<file path="config.mk">
export PLATFORM = sky130hd
export DESIGN_NAME = ifu_fetch_flat
export DESIGN_NICKNAME = d
export VERILOG_FILES = /design/src/rtl/ifu_pkg.sv /design/src/rtl/ifu_fetch_if.sv /design/src/rtl/ifu_fetch_fifo.sv /design/src/rtl/ifu_fetch.sv /design/src/flat_wrapper.sv
export SDC_FILE = /design/constraint.sdc
export NUM_CORES = 1
export LEC_CHECK = 0
export CORE_UTILIZATION = 43
export CTS_CLUSTER_DIAMETER = 150
export DETAILED_ROUTE_END_ITERATION = 8
export GPL_TIMING_DRIVEN = 0
export MAX_ROUTING_LAYER = met4
export PLACE_DENSITY = 0.66
export REMOVE_ABC_BUFFERS = 1
export SETUP_SLACK_MARGIN = 0.2
export SLEW_MARGIN = 15
export SYNTH_ARGS = -nofsm -noshare
export SYNTH_HDL_FRONTEND = slang
export SYNTH_SLANG_ARGS = --single-unit
</file>
<file path="constraint.sdc">
create_clock -name clk -period 2.3 [get_ports clk]
set_input_delay 0.345 -clock clk [delete_from_list [all_inputs] [get_ports clk]]
set_output_delay 0.345 -clock clk [all_outputs]
set_load 0.1 [all_outputs]
</file>
<file path="src/rtl/ifu_pkg.sv">
// ----------------------------------------------------------------------------
// ifu_pkg
// Shared types and constants for the instruction fetch unit.
//   NOP_INST         : instruction shown to decode when nothing is available
//   DEFAULT_RESET_PC : default program counter after reset
//   fetch_entry_t    : one fetched {pc, inst} pair held in the fetch queue
//   align_word()     : clears the byte-offset bits of an address
// ----------------------------------------------------------------------------
package ifu_pkg;

  localparam logic [31:0] NOP_INST         = 32'h0000_0013;
  localparam logic [31:0] DEFAULT_RESET_PC = 32'h0000_0000;

  typedef struct packed {
    logic [31:0] pc;
    logic [31:0] inst;
  } fetch_entry_t;

  // Value presented on the decode side when the queue is empty.
  localparam fetch_entry_t EMPTY_ENTRY = '{pc: 32'h0000_0000, inst: NOP_INST};

  // Instructions are word aligned; the low two address bits are dropped.
  function automatic logic [31:0] align_word(input logic [31:0] addr);
    return addr & 32'hFFFF_FFFC;
  endfunction

endpackage

</file>
<file path="src/rtl/ifu_fetch_if.sv">
// ----------------------------------------------------------------------------
// ifu_fetch_if
// Bundles the fetch stage's bus signals: IROM address/data, redirect request
// from branch resolution, and the valid/ready handoff to decode.
//   master : the fetch stage (drives irom_addr and the id_* outputs)
//   slave  : the environment (IROM, branch unit, decode)
// ----------------------------------------------------------------------------
interface ifu_fetch_if #(
  parameter int IROM_AW = 14
);
  logic [IROM_AW-1:0] irom_addr;
  logic [31:0]        irom_data;
  logic               redirect_valid;
  logic [31:0]        redirect_pc;
  logic               id_valid;
  logic               id_ready;
  logic [31:0]        id_inst;
  logic [31:0]        id_pc;

  modport master (
    output irom_addr, id_valid, id_inst, id_pc,
    input  irom_data, redirect_valid, redirect_pc, id_ready
  );

  modport slave (
    input  irom_addr, id_valid, id_inst, id_pc,
    output irom_data, redirect_valid, redirect_pc, id_ready
  );
endinterface

</file>
<file path="src/rtl/ifu_fetch_fifo.sv">
// ----------------------------------------------------------------------------
// fetch_fifo
// Two-entry synchronous FIFO of fetch_entry_t between fetch and decode.
// Ports:
//   clk, rst_n : clock, asynchronous active-low reset
//   i_push     : write i_data (accepted when not full, or full with i_pop)
//   i_pop      : discard the head entry (ignored when empty)
//   i_flush    : drop all entries; overrides push/pop
//   i_data     : entry to write
//   o_count    : number of valid entries, 0..2
//   o_head     : oldest entry, or EMPTY_ENTRY (NOP, pc 0) when empty
// ----------------------------------------------------------------------------
module fetch_fifo
  import ifu_pkg::*;
(
  input  logic         clk,
  input  logic         rst_n,
  input  logic         i_push,
  input  logic         i_pop,
  input  logic         i_flush,
  input  fetch_entry_t i_data,
  output logic [1:0]   o_count,
  output fetch_entry_t o_head
);

  fetch_entry_t r_mem [2];
  logic         r_wr_ptr;
  logic         r_rd_ptr;
  logic [1:0]   r_count;
  logic         w_pop_ok;
  logic         w_push_ok;

  // Qualify push/pop; a full queue may still push when the head leaves.
  always_comb begin
    w_pop_ok  = i_pop && (r_count != 2'd0);
    w_push_ok = i_push && ((r_count != 2'd2) || w_pop_ok);
  end

  // Pointer and occupancy tracking.
  always_ff @(posedge clk or negedge rst_n) begin
    if (!rst_n) begin
      r_wr_ptr <= 1'b0;
      r_rd_ptr <= 1'b0;
      r_count  <= 2'd0;
    end else if (i_flush) begin
      r_wr_ptr <= 1'b0;
      r_rd_ptr <= 1'b0;
      r_count  <= 2'd0;
    end else begin
      if (w_push_ok) begin
        r_wr_ptr <= ~r_wr_ptr;
      end else begin
        r_wr_ptr <= r_wr_ptr;
      end
      if (w_pop_ok) begin
        r_rd_ptr <= ~r_rd_ptr;
      end else begin
        r_rd_ptr <= r_rd_ptr;
      end
      case ({w_push_ok, w_pop_ok})
        2'b10:   r_count <= r_count + 2'd1;
        2'b01:   r_count <= r_count - 2'd1;
        default: r_count <= r_count;
      endcase
    end
  end

  // Entry storage.
  always_ff @(posedge clk or negedge rst_n) begin
    if (!rst_n) begin
      r_mem[0] <= EMPTY_ENTRY;
      r_mem[1] <= EMPTY_ENTRY;
    end else if (w_push_ok && !i_flush) begin
      r_mem[r_wr_ptr] <= i_data;
    end else begin
      r_mem[r_wr_ptr] <= r_mem[r_wr_ptr];
    end
  end

  // Head view: stored registers only, NOP/0 when nothing is queued.
  always_comb begin
    if (r_count == 2'd0) begin
      o_head = EMPTY_ENTRY;
    end else begin
      o_head = r_mem[r_rd_ptr];
    end
  end

  assign o_count = r_count;

endmodule

</file>
<file path="src/rtl/ifu_fetch.sv">
// ----------------------------------------------------------------------------
// ifu_fetch
// Instruction fetch stage. Owns the PC, addresses the combinational IROM and
// queues each fetched {pc, inst} in a 2-entry FIFO that feeds decode.
// Parameters:
//   RESET_PC : PC after reset (word aligned)
//   IROM_AW  : IROM word-address width
// Ports:
//   clk, rst_n : clock, asynchronous active-low reset
//   fetch_bus  : ifu_fetch_if.master (irom_addr/irom_data, redirect_valid/
//                redirect_pc, id_valid/id_ready/id_inst/id_pc)
// Build option:
//   FETCH_BYPASS_EN : when defined, an empty queue forwards the IROM word
//                     straight to decode in the same cycle.
// ----------------------------------------------------------------------------
module ifu_fetch
  import ifu_pkg::*;
#(
  parameter logic [31:0] RESET_PC = DEFAULT_RESET_PC,
  parameter int          IROM_AW  = 14
) (
  input logic         clk,
  input logic         rst_n,
  ifu_fetch_if.master fetch_bus
);

  logic [31:0]  r_pc;
  logic [1:0]   w_count;
  fetch_entry_t w_head;
  fetch_entry_t w_new;
  logic         w_empty;
  logic         w_bypass;
  logic         w_id_valid;
  logic         w_deq;
  logic         w_fetch;
  logic         w_push;
  logic         w_pop;

  // Fetch/handoff control. A redirect kills both the handoff and the fetch.
  always_comb begin
    w_empty = (w_count == 2'd0);
`ifdef FETCH_BYPASS_EN
    w_bypass = w_empty && !fetch_bus.redirect_valid;
`else
    w_bypass = 1'b0;
`endif
    w_id_valid = !fetch_bus.redirect_valid && (!w_empty || w_bypass);
    w_deq      = w_id_valid && fetch_bus.id_ready;
    w_fetch    = !fetch_bus.redirect_valid && ((w_count != 2'd2) || w_deq);
    // A bypassed word taken by decode never enters the queue.
    w_push     = w_fetch && !(w_bypass && fetch_bus.id_ready);
    w_pop      = w_deq && !w_bypass;
    w_new.pc   = r_pc;
    w_new.inst = fetch_bus.irom_data;
  end

  // Program counter: redirect wins, otherwise advance on every fetch.
  always_ff @(posedge clk or negedge rst_n) begin
    if (!rst_n) begin
      r_pc <= RESET_PC;
    end else if (fetch_bus.redirect_valid) begin
      r_pc <= align_word(fetch_bus.redirect_pc);
    end else if (w_fetch) begin
      r_pc <= r_pc + 32'd4;
    end else begin
      r_pc <= r_pc;
    end
  end

  fetch_fifo u_fifo (
    .clk     (clk),
    .rst_n   (rst_n),
    .i_push  (w_push),
    .i_pop   (w_pop),
    .i_flush (fetch_bus.redirect_valid),
    .i_data  (w_new),
    .o_count (w_count),
    .o_head  (w_head)
  );

  // Decode-side data: bypass word when forwarding, else the queue head.
  always_comb begin
    if (w_bypass) begin
      fetch_bus.id_inst = w_new.inst;
      fetch_bus.id_pc   = w_new.pc;
    end else begin
      fetch_bus.id_inst = w_head.inst;
      fetch_bus.id_pc   = w_head.pc;
    end
  end

  // Higher PC bits alias onto the IROM word address.
  assign fetch_bus.irom_addr = r_pc[IROM_AW+1:2];
  assign fetch_bus.id_valid  = w_id_valid;

endmodule

</file>
<file path="src/flat_wrapper.sv">
// flat-port wrapper written by rule: the top's interface ports become plain ports
module ifu_fetch_flat import ifu_pkg::*;
#(
  parameter logic [31:0] RESET_PC = DEFAULT_RESET_PC,
  parameter int          IROM_AW  = 14
)
  (clk, rst_n, fetch_bus_irom_addr, fetch_bus_id_valid, fetch_bus_id_inst, fetch_bus_id_pc, fetch_bus_irom_data, fetch_bus_redirect_valid, fetch_bus_redirect_pc, fetch_bus_id_ready);
  ifu_fetch_if #(.IROM_AW(IROM_AW)) fetch_bus_i ();
  input logic clk;
  input logic rst_n;
  output wire logic [$bits(fetch_bus_i.irom_addr)-1:0] fetch_bus_irom_addr;
  output wire logic [$bits(fetch_bus_i.id_valid)-1:0] fetch_bus_id_valid;
  output wire logic [$bits(fetch_bus_i.id_inst)-1:0] fetch_bus_id_inst;
  output wire logic [$bits(fetch_bus_i.id_pc)-1:0] fetch_bus_id_pc;
  input wire logic [$bits(fetch_bus_i.irom_data)-1:0] fetch_bus_irom_data;
  input wire logic [$bits(fetch_bus_i.redirect_valid)-1:0] fetch_bus_redirect_valid;
  input wire logic [$bits(fetch_bus_i.redirect_pc)-1:0] fetch_bus_redirect_pc;
  input wire logic [$bits(fetch_bus_i.id_ready)-1:0] fetch_bus_id_ready;
  assign fetch_bus_irom_addr = fetch_bus_i.irom_addr;
  assign fetch_bus_id_valid = fetch_bus_i.id_valid;
  assign fetch_bus_id_inst = fetch_bus_i.id_inst;
  assign fetch_bus_id_pc = fetch_bus_i.id_pc;
  assign fetch_bus_i.irom_data = fetch_bus_irom_data;
  assign fetch_bus_i.redirect_valid = fetch_bus_redirect_valid;
  assign fetch_bus_i.redirect_pc = fetch_bus_redirect_pc;
  assign fetch_bus_i.id_ready = fetch_bus_id_ready;
  ifu_fetch #(.RESET_PC(RESET_PC), .IROM_AW(IROM_AW)) u_core (.clk(clk), .rst_n(rst_n), .fetch_bus(fetch_bus_i));
endmodule
</file>
==> run summary <==
### Run status
- **outcome** complete, no violations

### Setup path
- **Cell Chain, Critical Path** buf_4 > buf_12 > mux2i_1 > nor2_1 > buf_6
- **cells on worst reg2reg path** 11
- **CP endpoint kind** primary output
- **reg2reg setup slack** 0.18 ns
- **kind of start point of the critical path** flip-flop
- **terminus of the critical flop-to-flop path** u_core.u_fifo.r_mem[90]
- **Crit-path slowest cell** sky130_fd_sc_hd__dfrtp_4
- **worst setup path endpoint** fetch_bus_id_pc[6]
- **gate family responsible for the most delay along the worst path** buffers and inverters
- **worst flop-to-flop path startpoint** u_core.u_fifo.o_count[1]
- **crit-path max cell delay** 0.52 ns
- **data required time of the worst path** 1.96 ns
- **depth of the critical timing path with buffers and inverters included** 5
- **Critical Path Source** u_core.u_fifo.r_rd_ptr
- **CP max FO** 10
- **WS Path Type** reg2out
- **Arr. time, crit path** 1.79 ns
- **buffering stage count on the worst path with inverters included** 3

### Clock network
- **clock root cell** sky130_fd_sc_hd__clkbuf_16
- **CTS tree** done
- **count of clock tree sinks** 162
- **total number of H-tree levels** 4
- **Inserted Clock Buffers** 17
- **post-CTS clock slew at the launch and capture registers of the worst setup and hold paths** 0.07 ns
- **clock tree buffer depth** 2
- **worst skew pair latency** 0.43 ns

### Floorplan
- **row count** 49
- **horizontal die dimension** 137.9 um
- **Initial Util** 44.05%
- **height of the chip** 137.9 um
- **number of primary I/O pins** 147
- **area of the core region** 18020 um^2
- **Die ar.** 19010 um^2

### GRT
- **total global routing overflow** 0
- **number of antenna violations at the first check in global routing** 0
- **first-pass GRT wire length** 32.40 mm
- **Total GRT Usage** 23.33%
- **via count of the first global-routing pass** 6037
- **largest net degree at the start of global routing** 89

### Place
- **post-detailed-placement half-perimeter wirelength** 12.19 mm
- **IO Port Bufs** 144
- **final weighted congestion of routability-driven global placement** 0.8097
- **worst slack at placement** -0.8687 ns
- **Post-Place Cell Area** 9554 um^2

### Routing
- **total via count after detailed routing** 6074
- **drt wl/cell** 20.71 um
- **vias per cell** 5.522
- **drt drc** 0
- **iteration count of the initial detailed-routing pass** 5
- **number of nets still failing antenna checks after routing** 0
- **detailed-route wire length** 22.78 mm
- **initial DRC count** 295

### STA
- **timing-limited maximum frequency** 0.4677 GHz
- **RSZ-0062 raised after global routing** true
- **Worst Skew** 0.01047 ns
- **max-slew violation total from the final report** 0
- **Slew headroom** 50.14%
- **slew at the pin closest to its max-slew limit** 0.7411 ns
- **count of endpoints failing hold in the final timing report** 0
- **total of endpoints with negative setup slack in the final report** 0
- **final worst path period need** 2.138 ns
- **total negative slack for setup checks** 0 ns
- **share of the cycle needed by the critical path after routing** 92.96%
- **least setup slack across all paths after layout** 0.1620 ns

### Run
- **Max Cap Violations** 0

### Layout
- **ratio of cells with drive above 1 in the final layout** 45.81%
- **growth of design area from synthesis to finish** 50.44%
- **nets@finish** 929
- **most frequent cells in the layout** sky130_fd_sc_hd__dfrtp_1, sky130_fd_sc_hd__mux2_2, sky130_fd_sc_hd__clkdlybuf4s50_1
- **area of all placed cells without fillers** 11950 um^2
- **most frequent standard cell in the layout excluding fill and tap cells** sky130_fd_sc_hd__dfrtp_1
- **diodes inserted** 0

### Yosys
- **synthesized area divided by synthesized cell count** 11.69 um^2
- **area of the mapped netlist** 7940 um^2
- **number of enable-type register cells in the synthesized netlist** 0
- **Post-synth top flop** sky130_fd_sc_hd__dfrtp_1
- **distinct cell type count of the synthesized netlist** 53
- **FF+latch count, synth** 162
- **Warnings, synthesis** 0
- **Post-synth ARST share** 100.0%
- **Gate Count Post-Synth** 679
- **proportion of synthesized chip area in sequential cells** 51.15%

### Hold path
- **worst min-delay path category** in2async

[synthesized netlist by cell type, types with 11 or more instances]
library cell               instances  area share (%)
sky130_fd_sc_hd__mux2_2          121              17
sky130_fd_sc_hd__nand3_1          13            0.82
sky130_fd_sc_hd__buf_4            14             1.3
sky130_fd_sc_hd__buf_2            24             1.5
sky130_fd_sc_hd__a31oi_1          17             1.3
sky130_fd_sc_hd__or4_1            11             1.0
sky130_fd_sc_hd__clkbuf_1         17            0.80
sky130_fd_sc_hd__dfrtp_1         156              49
sky130_fd_sc_hd__mux2i_1          62             7.8
sky130_fd_sc_hd__o21ai_0          16             1.0
sky130_fd_sc_hd__nand2_1          24             1.1
sky130_fd_sc_hd__nor2_1           85             4.0
[cell families (layout without fill, tap and decap cells)]
kind of cell    count (synthesis)  count (layout)  share of synthesized area, %
mux                           186             186                         25.40
simple gates                  175             175                         10.89
flops                         162             162                         51.15
compound gates                 73              73                         6.287
buf+inv                        68             260                         4.475
xor+xnor                       12              12                         1.324
fa+ha+maj                       3               3                        0.4728
[timing repair]
| item | in CTS | in global routing |
|---|---|---|
| gates resized for setup | 521 | 177 |
| gates cloned | 9 | 7 |
| hold endpoints to repair | 68 | 0 |
| hold buffers | 1 | 0 |
| pin swaps | 19 | 20 |
| endpoints found under the setup margin | 237 | 149 |
| buffers inserted | 33 | 17 |
[area by class of cell]
class / instances / area (um^2)
tap: 229 / 286.5
clock inverter: 14 / 152.6
sequential: 162 / 4065
clock buffer: 18 / 429.2
fill: 1311 / 6080
inverter: 8 / 38.79
multi-input combinational: 449 / 3989
timing repair buffer: 220 / 2984
[worst min-delay path by stage]
| stage | startpoint | endpoint | slack, ns | cells past startpoint |
|---|---|---|---|---|
| 2_1_floorplan | rst_n | u_core.r_pc[10] | 0.05 | 0 |
| 3_3_place_gp | u_core.u_fifo.r_mem[90] | u_core.u_fifo.r_mem[90] | 0.47 | 1 |
| 3_5_place_dp | rst_n | u_core.u_fifo.r_mem[78] | 0.35 | 1 |
| 4_1_cts | fetch_bus_redirect_pc[6] | u_core.r_pc[6] | 0.47 | 3 |
| 5_1_grt | fetch_bus_redirect_pc[21] | u_core.r_pc[21] | 0.49 | 3 |
| 6_report | rst_n | u_core.u_fifo.r_mem[14] | 0.46 | 2 |
[state kept, by name, indices dropped and copies added (netlist names)]
signal,count
u_core.u_fifo.r_wr_ptr,1
u_core.r_pc,30
u_core.u_fifo.r_rd_ptr,1
u_core.u_fifo.r_mem,128
u_core.u_fifo.o_count,2
[per-stage QoR]
step	util (%)	hold slack, ns	instances
after global routing	66.27	0.4948	1100
after CTS	60.82	0.4668	1076
after floorplan	-	0.04941	619
after detailed placement	53.01	0.3526	1001
final	66.27	0.4625	1100
after global placement	51.83	0.4687	992
[routing by layer]
metal	up-vias	GRT usage, %	part of all wire, %
met5	-	-	0
met4	0	6.763	1.6
met1	3077	29.01	42
li1	2784	-	-
met3	22	5.007	5.4
met2	191	38.22	51
Power is left out: the tool's default activity adds up to more than one toggle a clock period on the data nets, which glitch-free logic cannot reach.
